**src/rtl/mpt_pkg.sv**
```systemverilog
// rtl/mpt_pkg.sv - shared MPT walker transaction/response types and encodings
package mpt_pkg;

    localparam int TRANSACTION_FIFO_DEPTH = 16;
    localparam int MPT_ID_W               = $clog2(TRANSACTION_FIFO_DEPTH);

    localparam logic [2:0] ACC_R = 3'b001;
    localparam logic [2:0] ACC_W = 3'b010;
    localparam logic [2:0] ACC_X = 3'b100;

    typedef enum logic [1:0] {
        FAULT_NONE = 2'd0,
        FAULT_PERM = 2'd1,
        FAULT_WALK = 2'd2
    } fault_cause_e;

    typedef struct packed {
        logic [MPT_ID_W-1:0] id;
        logic [2:0]          access_type;
        logic [2:0]          perm;
        logic                fault;
    } mptw_transaction_t;

    typedef struct packed {
        logic [MPT_ID_W-1:0] id;
        logic                grant;
        fault_cause_e        fault_cause;
    } mptw_response_t;

    // Every requested R/W/X bit must be present in the permission field.
    function automatic logic perm_covers(input logic [2:0] perm, input logic [2:0] access_type);
        return (perm & access_type) == access_type;
    endfunction

endpackage

```
**src/rtl/sat_counter.sv**
```systemverilog
// rtl/sat_counter.sv - up-counter that holds at all-ones
module sat_counter #(
    parameter int               WIDTH       = 16,
    parameter logic [WIDTH-1:0] RESET_VALUE = '0
) (
    input  logic             clk_i,
    input  logic             rst_ni,
    input  logic             inc_i,
    output logic [WIDTH-1:0] count_o
);

    logic [WIDTH-1:0] count_q;
    logic [WIDTH-1:0] count_d;

    always_comb begin
        count_d = count_q;
        if (inc_i && (count_q != {WIDTH{1'b1}})) begin
            count_d = count_q + WIDTH'(1);
        end
    end

    always_ff @(posedge clk_i or negedge rst_ni) begin
        if (!rst_ni) begin
            count_q <= RESET_VALUE;
        end else begin
            count_q <= count_d;
        end
    end

    assign count_o = count_q;

endmodule

```
**src/rtl/commit_stage.sv**
```systemverilog
// rtl/commit_stage.sv - evaluates retired walker transactions and returns permission responses
`ifndef MPT_PIPE_MACROS
`define MPT_PIPE_MACROS
`define MPT_PIPE_SLAVE(v, r, d, w) input logic v, output logic r, input logic [(w)-1:0] d
`define MPT_PIPE_MASTER(v, r, d, w) output logic v, input logic r, output logic [(w)-1:0] d
`endif

module commit_stage
    import mpt_pkg::*;
#(
    parameter int          PIPELINE_SLAVE_DATA_WIDTH  = $bits(mptw_transaction_t),
    parameter int          PIPELINE_MASTER_DATA_WIDTH = $bits(mptw_response_t),
    parameter int          ID_WIDTH                   = $clog2(TRANSACTION_FIFO_DEPTH),
    parameter logic [15:0] GRANTED_CNT_INIT           = 16'h0000
) (
    input  logic        clk_i,
    input  logic        rst_ni,
    `MPT_PIPE_SLAVE(retire_stage_slave_valid_i, retire_stage_slave_ready_o,
                    retire_stage_slave_data_i, PIPELINE_SLAVE_DATA_WIDTH),
    `MPT_PIPE_MASTER(response_master_valid_o, response_master_ready_i,
                     response_master_data_o, PIPELINE_MASTER_DATA_WIDTH),
    output logic [15:0] granted_cnt_o,
    output logic [15:0] denied_cnt_o,
    output logic        order_err_o
);

    typedef enum logic [1:0] {
        IDLE = 2'd0,
        EVAL = 2'd1,
        RESP = 2'd2
    } commit_fsm_e;

    commit_fsm_e         state_q, state_d;
    mptw_transaction_t   txn_q, txn_d;
    mptw_response_t      resp_q, resp_d;
    logic [ID_WIDTH-1:0] expected_id_q, expected_id_d;
    logic                order_err_q, order_err_d;

    mptw_transaction_t   txn_in;
    logic                grant;
    logic                master_fire;

    assign txn_in = mptw_transaction_t'(retire_stage_slave_data_i[$bits(mptw_transaction_t)-1:0]);

    always_comb begin
        state_d                    = state_q;
        txn_d                      = txn_q;
        resp_d                     = resp_q;
        expected_id_d              = expected_id_q;
        order_err_d                = order_err_q;
        grant                      = 1'b0;
        retire_stage_slave_ready_o = 1'b0;
        response_master_valid_o    = 1'b0;

        unique case (state_q)
            IDLE: begin
                retire_stage_slave_ready_o = rst_ni;
                if (retire_stage_slave_valid_i && rst_ni) begin
                    txn_d = txn_in;
                    // A gap or repeat is flagged but the stream resyncs to the received id.
                    if (ID_WIDTH'(txn_in.id) != expected_id_q) begin
                        order_err_d = 1'b1;
                    end
                    expected_id_d = ID_WIDTH'(txn_in.id) + ID_WIDTH'(1);
                    state_d       = EVAL;
                end
            end
            EVAL: begin
                grant        = !txn_q.fault && perm_covers(txn_q.perm, txn_q.access_type);
                resp_d.id    = txn_q.id;
                resp_d.grant = grant;
                if (txn_q.fault) begin
                    resp_d.fault_cause = FAULT_WALK;
                end else if (!grant) begin
                    resp_d.fault_cause = FAULT_PERM;
                end else begin
                    resp_d.fault_cause = FAULT_NONE;
                end
                state_d = RESP;
            end
            RESP: begin
                response_master_valid_o = 1'b1;
                if (response_master_ready_i) begin
                    state_d = IDLE;
                end
            end
            default: state_d = IDLE;
        endcase
    end

    always_ff @(posedge clk_i or negedge rst_ni) begin
        if (!rst_ni) begin
            state_q       <= IDLE;
            txn_q         <= '0;
            resp_q        <= '0;
            expected_id_q <= '0;
            order_err_q   <= 1'b0;
        end else begin
            state_q       <= state_d;
            txn_q         <= txn_d;
            resp_q        <= resp_d;
            expected_id_q <= expected_id_d;
            order_err_q   <= order_err_d;
        end
    end

    assign master_fire            = response_master_valid_o && response_master_ready_i;
    assign response_master_data_o = PIPELINE_MASTER_DATA_WIDTH'(resp_q);
    assign order_err_o            = order_err_q;

    sat_counter #(
        .WIDTH      (16),
        .RESET_VALUE(GRANTED_CNT_INIT)
    ) u_granted_cnt (
        .clk_i  (clk_i),
        .rst_ni (rst_ni),
        .inc_i  (master_fire && resp_q.grant),
        .count_o(granted_cnt_o)
    );

    sat_counter #(
        .WIDTH      (16),
        .RESET_VALUE(16'h0000)
    ) u_denied_cnt (
        .clk_i  (clk_i),
        .rst_ni (rst_ni),
        .inc_i  (master_fire && !resp_q.grant),
        .count_o(denied_cnt_o)
    );

endmodule

```
**config.mk**
```make
export PLATFORM = sky130hd
export DESIGN_NAME = commit_stage
export DESIGN_NICKNAME = d
export VERILOG_FILES = /design/src/rtl/mpt_pkg.sv /design/src/rtl/sat_counter.sv /design/src/rtl/commit_stage.sv
export SDC_FILE = /design/constraint.sdc
export NUM_CORES = 1
export LEC_CHECK = 0
export BUFFER_PORTS_ARGS = -buffer_cell sky130_fd_sc_hd__buf_2
export CAP_MARGIN = 20
export CORE_MARGIN = 3
export CORE_UTILIZATION = 40
export DETAILED_ROUTE_END_ITERATION = 7
export PLACE_DENSITY = 0.68
export SYNTH_ARGS = -nofsm -noshare
export SYNTH_HDL_FRONTEND = slang
export SYNTH_HIERARCHICAL = 1
export SYNTH_SLANG_ARGS = --single-unit
export TNS_END_PERCENT = 5
```
**constraint.sdc**
```tcl
create_clock -name clk_i -period 3.2 [get_ports clk_i]
set_clock_uncertainty 0.05 [all_clocks]
set_input_delay 0.64 -clock clk_i [delete_from_list [all_inputs] [get_ports clk_i]]
set_output_delay 0.64 -clock clk_i [all_outputs]
set_load 0.005 [all_outputs]
```
**Yosys cells after proc, flatten, opt, wreduce, memory -nomap -nowiden**

Index checks and enable logic that the tools add are counted.

- Reduce and logical (&&, ||, !) cells: 13
- Equal/unequal tests: 8
- Add/subtract/negate cells: 3
- Bitwise gates (word level): 1
- Mux-type cells: 7

Operators by type and width:

| kind | number |
|---|---|
| $add A16 B1 Y16 const B | 2 |
| $ne A16 B16 Y1 const B | 2 |
| $logic_and A1 B1 Y1 | 7 |
| $mux W2 | 3 |
| $pmux W2 S3 | 1 |
| $add A4 B1 Y4 const B | 1 |
| $ne A2 B2 Y1 const B | 2 |
| $ne A4 B4 Y1 | 1 |
| $reduce_and A2 Y1 | 2 |
| $and A3 B3 Y3 | 1 |
| $eq A3 B3 Y1 | 1 |
| $mux W1 | 3 |
| $reduce_and A3 Y1 | 1 |
| $eq A2 B1 Y1 const B | 1 |
| $eq A2 B2 Y1 const B | 1 |
| $logic_not A1 Y1 | 2 |
| $logic_not A2 Y1 | 1 |

- Flip-flop bits (word level): 57
- Output and inout port bits: 42
- Logic and storage cells: 44

**Logic depth before layout (Yosys ltp)**

Gate-level depths: netlist (run 1).

- Depth in word-level cells: 5
- Mapped depth: 8
- Depth with buffers taken out: 7

**Cells and area by module**

Netlist (run 1), hierarchy kept.

By module, submodules not included:

| module | times used | sequential area each (um^2) | cells an instance | area an instance (um^2) |
|---|---|---|---|---|
| commit_stage | 1 | 625.6 | 81 | 1088.5 |
| sat_counter at u_denied_cnt | 1 | 400.4 | 77 | 884.6 |
| sat_counter at u_granted_cnt | 1 | 400.4 | 72 | 859.6 |

**Worst setup path before layout (run 1)**

No wires, ideal clock.

- Path type: register to register
- From: reg state_q[0]
- To: reg u_denied_cnt.count_q[15], in the netlist u_denied_cnt/count_o[15]
- Path slack: 1300 ps
- Clock period less this slack: 1900 ps
- Cell stages (with the launch flop): 8
- Path buffers: 0
- Arrival: 1724 ps
- Cell sequence: dfrtp_1 > and2b_1 > nand2_1 > nor2_1 > nand4_1 > nor4_4 > nand3_2 > mux2_4

- Longest elaborated chain between the ends: 5

RTL lines:

| what | line | source |
|---|---|---|
| start: declaration | commit_stage.sv:33 | `commit_fsm_e state_q, state_d;` |
| start signal: assignment | commit_stage.sv:99 | `state_q <= state_d;` |
| $eq A2 B2 Y1 | commit_stage.sv:55 | `unique case (state_q)` |
| $mux W1 | commit_stage.sv:55 |  |
| via response_master_valid_o | n/a |  |
| $logic_and A1 B1 Y1 | commit_stage.sv:107 | `assign master_fire = response_master_valid_o && response_master_ready_i;` |
| $logic_and A1 B1 Y1 | commit_stage.sv:127 | `.inc_i (master_fire && !resp_q.grant),` |
| $logic_and A1 B1 Y1 | sat_counter.sv:17 | `if (inc_i && (count_q != {WIDTH{1'b1}})) begin` |
| end signal: assignment | sat_counter.sv:26 | `count_q <= count_d;` |
| end: declaration | sat_counter.sv:12 | `logic [WIDTH-1:0] count_q;` |

The timed path passes the listed nets, and every way through them passes these cells.
A chain may end at the register's enable or synchronous reset.

**Final worst setup path (run 1)**

- From: reg state_q[0]
- To: reg u_denied_cnt.count_q[14], in the netlist u_denied_cnt/count_o[14]

- Longest elaborated chain between the ends: 5

RTL lines:

| what | line |
|---|---|
| $eq A2 B2 Y1 | commit_stage.sv:55 |
| $mux W1 | commit_stage.sv:55 |
| $logic_and A1 B1 Y1 | commit_stage.sv:107 |
| $logic_and A1 B1 Y1 | commit_stage.sv:127 |
| $logic_and A1 B1 Y1 | sat_counter.sv:17 |

Every way passes these cells.

==> results of run 1 <==
[cell families after synthesis]
| kind of cell | Yosys count | share of synthesized area |
|---|---|---|
| buffers and inverters | 9 | 0.01943 |
| XOR/XNOR | 20 | 0.06184 |
| multiplexers | 18 | 0.08304 |
| AND/OR/NAND/NOR | 85 | 0.2200 |
| adder cells (fa/ha/maj) | 3 | 0.01325 |
| flip-flops | 57 | 0.5035 |
| AO/OA/AOI/OAI | 38 | 0.09895 |
[worst min path at each step]
| stage | end |
|---|---|
| 2_1_floorplan | expected_id_q[0] |
| 6_report | state_q[0] |
| 4_1_cts | state_q[0] |
| 3_3_place_gp | order_err_o |
| 5_1_grt | u_denied_cnt/count_o[2] |
| 3_5_place_dp | order_err_o |
[registers in the layout (all words and copies together), names as in the netlist]
signal	count
state_q	2
response_master_data_o	7
txn_q	11
expected_id_q	4
u_granted_cnt/count_o	16
order_err_o	1
u_denied_cnt/count_o	16
[power by group through the flow]
stage	logic [uW]	registers [uW]	clock network (uW)
floorplan	220	960	0
global placement	360	974	0
detailed placement	369	979	0
CTS	370	967	732
global route	407	986	769
finish	363	963	709
[worst max-delay path: stages (launching register included)]
cell and delay, ps:
dfrtp_1 400, and2b_1 240, nand2_1 60, nor2_1 350, nand2_1 210, nor4_2 370
nand4_1 160, xnor2_1 140
[stage by stage]
step | power (uW) | util
floorplan | 1180 | -
global placement | 1334 | 0.4690
detailed placement | 1348 | 0.4690
CTS | 2069 | 0.5005
global route | 2163 | 0.5005
finish | 2035 | 0.5005
[synth_stat cells, types with 2 or more instances]
master	instances	area, um^2
ha_1	3	37.54
xnor2_1	15	131.4
nand3_2	2	20.02
nor4_4	3	63.81
dfrtp_1	57	1426
o21ai_0	6	30.03
and4_1	3	26.28
nor2_1	12	45.04
nand4_1	18	112.6
inv_1	5	18.77
a31oi_1	5	31.28
o21a_1	8	60.06
mux2_4	9	135.1
a41oi_1	2	17.52
nand3_1	11	55.05
a21oi_1	8	40.04
xor2_1	5	43.79
nand2_1	12	45.04
a32oi_1	2	17.52
nand2b_1	2	12.51
and3_1	5	31.28
nand3_4	3	52.55
mux2_2	7	78.83
o31ai_4	2	42.54
nand4_4	2	42.54
[layout make-up]
class / count / area (um^2)
Clock buffer: 12 / 165.2
Fill cell: 650 / 3412
Multi-Input combinational cell: 164 / 1351
Tap cell: 96 / 120.1
Timing Repair Buffer: 57 / 287.8
Inverter: 5 / 18.77
Clock inverter: 4 / 50.05
Sequential cell: 57 / 1426
[metal layers]
| layer | vias to the layer above | global-route usage |
|---|---|---|
| met4 | 0 | 0.06888 |
| met5 | - | 0 |
| met2 | 52 | 0.2302 |
| met1 | 994 | 0.2031 |
| met3 | 10 | 0.03849 |
| li1 | 994 | - |
==> results.sh, run 1 <==
export IMPL_drcViolationCount=0
export IMPL_highest_layer="met4"
export IMPL_clk_latency_ps=330
export IMPL_routedWlPerCell_um=14.75
export IMPL_fin_area_um2=3420
export IMPL_layout_drive_gt1_share=0.3645
export IMPL_cts_buffer_depth=2
export IMPL_area_delta_synth_final_pct=20.72
export IMPL_ys_async_sr_fraction=1.000
export IMPL_avgSynthCellArea_um2=12.32
export IMPL_setup_tns_ps=0
export IMPL_p_leak_uw=0.001611
export IMPL_wl_met1_mm=2.813
export IMPL_grt_antenna_before_repair=0
export IMPL_postSynthRegisterBits=57
export IMPL_power_per_cell_area_nw_per_um2=595.1
export IMPL_via_count=2050
export IMPL_portBuffers=56
export IMPL_comb_power_share=0.178
export IMPL_hold_ws_ps=123.2
export IMPL_worst_r2r_path_depth=7
export IMPL_cp_startpoint="state_q[0]"
export IMPL_relSlewSlack=0.6003
export IMPL_cts_sinks=57
export IMPL_netlist_instances=230
export IMPL_num_nets_final=312
export IMPL_swShare=0.2747
export IMPL_htreeDepth=3
export IMPL_synth_flop_cell="dfrtp_1"
export IMPL_ys_seq_area_frac=0.5035
export IMPL_hold_viol_final=0
export IMPL_place_gp_congestion=0.8384
export IMPL_grt_pass1_wl_mm=9.956
export IMPL_place_inst=379
export IMPL_postRouteAntennaNets=0
export IMPL_path_clk_slew_ps=70
export IMPL_ctsResizeCount=0
export IMPL_crit_end="u_denied_cnt/count_o[14]"
export IMPL_dieArea_um2=8128
export IMPL_p_seq_frac=0.473
export IMPL_cts_buffers=9
export IMPL_path_class="reg2reg"
export IMPL_fp_dieW_um=90.16
export IMPL_clock_fmax_mhz=476.6
export IMPL_rows=30
export IMPL_grt_usage=0.1514
export IMPL_path_max_fanout=5
export IMPL_fin_ws_ps=1102
export IMPL_regToRegSetupSlack_ps=1100
export IMPL_grt_max_degree=49
export IMPL_ios=57
export IMPL_overflow=0
export IMPL_final_cell_mix="dfrtp_1 (57), buf_2 (56), nand4_1 (18)"
export IMPL_fin_cells=395
export IMPL_place_ws_ps=1032
export IMPL_synth_cell_types=48
export IMPL_cts_root_buffer="clkbuf_8"
export IMPL_setup_viol_count_final=0
export IMPL_synth_edf_count=0
export IMPL_netlist_area_um2=2833
export IMPL_tritoncts="done"
export IMPL_worstPathArrival_ps=2260
export IMPL_synth_warnings=6
export IMPL_wl_met2_mm=2.667
export IMPL_place_hpwl_mm=4.273
export IMPL_dpl_cell_area_um2=3204
export IMPL_power_share_clock=0.349
export IMPL_start_util=0.4147
export IMPL_final_common_cell="dfrtp_1"
export IMPL_period_needed_ps=2098
export IMPL_grt_pass1_vias=2041
export IMPL_post_cts_buffers=0
export IMPL_firstDrtPassIters=4
export IMPL_postCtsHoldBufs=0
export IMPL_antenna_cells=0
export IMPL_finalWirelength_mm=5.827
export IMPL_ir_worst_vdd_mv=0.2216
export IMPL_worst_pin_slew_ps=599.5
export IMPL_status="finished clean"
export IMPL_die_h_um=90.16
export IMPL_maxSlewViolCount=0
export IMPL_synthesis_nets=248
export IMPL_avgViaCountPerCell=5.190
export IMPL_worstReg2RegStart="state_q[0]"
export IMPL_fin_crit_sh=0.6557
export IMPL_cap_violations=0
export IMPL_required_ps=3360
export IMPL_p_int_uw=1476
export IMPL_r2r_end="u_denied_cnt/count_o[14]"
export IMPL_dr_wl_met3_um=278
export IMPL_design_core_area_um2=6832
export IMPL_hp_class="in2async"
export IMPL_drt_iter0_drc=116
export IMPL_critPathLaunchType="register"
export IMPL_rsz0062_at_grt="false"
export IMPL_critPathCaptureType="register"
export IMPL_p_sw_uw=559.1
(Power assumes the default switching activity.)
==> run 2, diff against run 1 <==
Settings changed: PLACE_DENSITY 0.68 to 0.71.
Clock period 3.2 ns to 1.9 ns, I/O delays scaled along.
==> results.sh, run 2 (synthesis gave the netlist of run 1 again) <==
export IMPL_portBuffers=56
export IMPL_relSlewSlack=0.5802
export IMPL_hold_viol_final=0
export IMPL_cts_buffer_depth=2
export IMPL_clock_fmax_mhz=537.5
export IMPL_clk_latency_ps=330
export IMPL_path_class="reg2reg"
export IMPL_tritoncts="done"
export IMPL_via_count=2105
export IMPL_ir_worst_vdd_mv=0.4022
export IMPL_r2r_end="u_granted_cnt/count_o[15]"
export IMPL_hp_class="in2async"
export IMPL_fp_dieW_um=90.16
export IMPL_critical_path_slowest_cell="nor4_4"
export IMPL_place_hpwl_mm=4.328
export IMPL_totalPowerFinal_uw=3524
export IMPL_ios=57
export IMPL_cap_violations=0
export IMPL_power_per_cell_area_nw_per_um2=998.7
export IMPL_critPathLaunchType="register"
export IMPL_final_cell_mix="dfrtp_1 (57), buf_2 (56), nand4_1 (18)"
export IMPL_required_ps=2070
export IMPL_p_leak_uw=0.001684
export IMPL_cts_root_buffer="clkbuf_8"
export IMPL_firstDrtPassIters=4
export IMPL_routedWlPerCell_um=14.57
export IMPL_grt_max_degree=52
export IMPL_worst_r2r_path_depth=7
export IMPL_grt_usage=0.1550
export IMPL_setup_viol_count_final=0
export IMPL_rsz0062_at_grt="true"
export IMPL_regToRegSetupSlack_ps=40
export IMPL_area_delta_synth_final_pct=24.56
export IMPL_grt_pass1_wl_mm=10.12
export IMPL_worstPathArrival_ps=2030
export IMPL_period_needed_ps=1860
export IMPL_fin_ws_ps=39.68
export IMPL_overflow=0
export IMPL_drt_iter0_drc=138
export IMPL_dieArea_um2=8128
export IMPL_grt_pass1_vias=2021
export IMPL_setup_tns_ps=0
export IMPL_place_gp_congestion=0.8099
export IMPL_critPathMaxStageDelay_ps=390
export IMPL_path_max_fanout=4
export IMPL_design_core_area_um2=6832
export IMPL_status="finished clean"
export IMPL_cts_buffers=9
export IMPL_finalWirelength_mm=5.872
export IMPL_rows=30
export IMPL_postRouteAntennaNets=0
export IMPL_critPathCaptureType="register"
export IMPL_layout_drive_gt1_share=0.3941
export IMPL_worstReg2RegStart="state_q[0]"
export IMPL_die_h_um=90.16
export IMPL_avgViaCountPerCell=5.223
export IMPL_htreeDepth=3
export IMPL_maxSlewViolCount=0
export IMPL_fin_crit_sh=0.9791
export IMPL_num_nets_final=322
export IMPL_fin_util=0.5165
export IMPL_place_ws_ps=20.29
export IMPL_crit_path_cell_trace="and2b_1, buf_6, and3_4, nand4_1, nor4_4, and4b_1, a21oi_2"
export IMPL_n_fill_cell=643
export IMPL_worst_pin_slew_ps=629.7
export IMPL_drcViolationCount=0
export IMPL_antenna_cells=0
export IMPL_start_util=0.4147
export IMPL_path_clk_slew_ps=60
export IMPL_hold_ws_ps=172.3
export IMPL_cts_sinks=57
export IMPL_grt_antenna_before_repair=0
export IMPL_final_common_cell="dfrtp_1"
[run 2: cell types whose count changed in the layout (fill, tap and decap cells not counted), sizes merged]
cell / change
dlygate4sd3: +1
buf: +9
clkinvlp: -2
bufinv: +1
clkbuf: -1
[run 2: metrics by stage]
step           cells  instance area, um^2
2_1_floorplan    230                 2833
3_3_place_gp     387                 3264
3_5_place_dp     387                 3264
4_1_cts          402                 3491
5_1_grt          403                 3528
6_report         403                 3528
[run 2: worst max-delay path, delay by kind of cell, from the launching register on]
family                 cells  cell delay (ps)
AO/OA/AOI/OAI              1               50
buffers and inverters      1              100
flip-flops                 1              370
AND/OR/NAND/NOR            5             1180
[run 2: how the worst max path moves through the flow]
stage / from / to / depth (start not counted)
after CTS: state_q[0] / u_denied_cnt/count_o[5] / 8
final: state_q[0] / u_granted_cnt/count_o[15] / 7
after floorplan: state_q[0] / u_denied_cnt/count_o[15] / 7
after global routing: state_q[0] / u_granted_cnt/count_o[15] / 7
after detailed placement: state_q[0] / u_denied_cnt/count_o[5] / 8
after global placement: state_q[0] / u_denied_cnt/count_o[15] / 7
[run 2: repair_timing]
action                                  4_1_cts  5_1_grt
resized for setup                             0        8
hold buffers                                  1        0
endpoints found under the hold margin         6        0
endpoints found under the setup margin        0       16
setup buffers                                 0        1
[run 2: final cells by class]
type | instances | area (um^2) | share of cell area
timing repair buffer | 67 | 369.1 | 0.1046
clock inverter | 3 | 65.06 | 0.01844
sequential | 57 | 1426 | 0.4043
tap | 96 | 120.1 | 0.03404
multi-input combinational | 164 | 1378 | 0.3904
clock buffer | 11 | 151.4 | 0.04291
inverter | 5 | 18.77 | 0.005319
[run 2: layer usage]
metal | global-route usage | up-vias | wire (um)
li1 | - | 1022 | -
met1 | 0.2142 | 1013 | 2755
met2 | 0.2309 | 59 | 2724
met3 | 0.03515 | 11 | 261
met4 | 0.07270 | 0 | 131
met5 | 0 | - | 0
[run 2: report_power, final]
| group | internal (uW) | leakage (uW) | switching, uW |
|---|---|---|---|
| clock network | 793 | 0.000111 | 447 |
| registers | 1430 | 0.000735 | 182 |
| logic | 383 | 0.000837 | 286 |
| total | 2610 | 0.00168 | 915 |
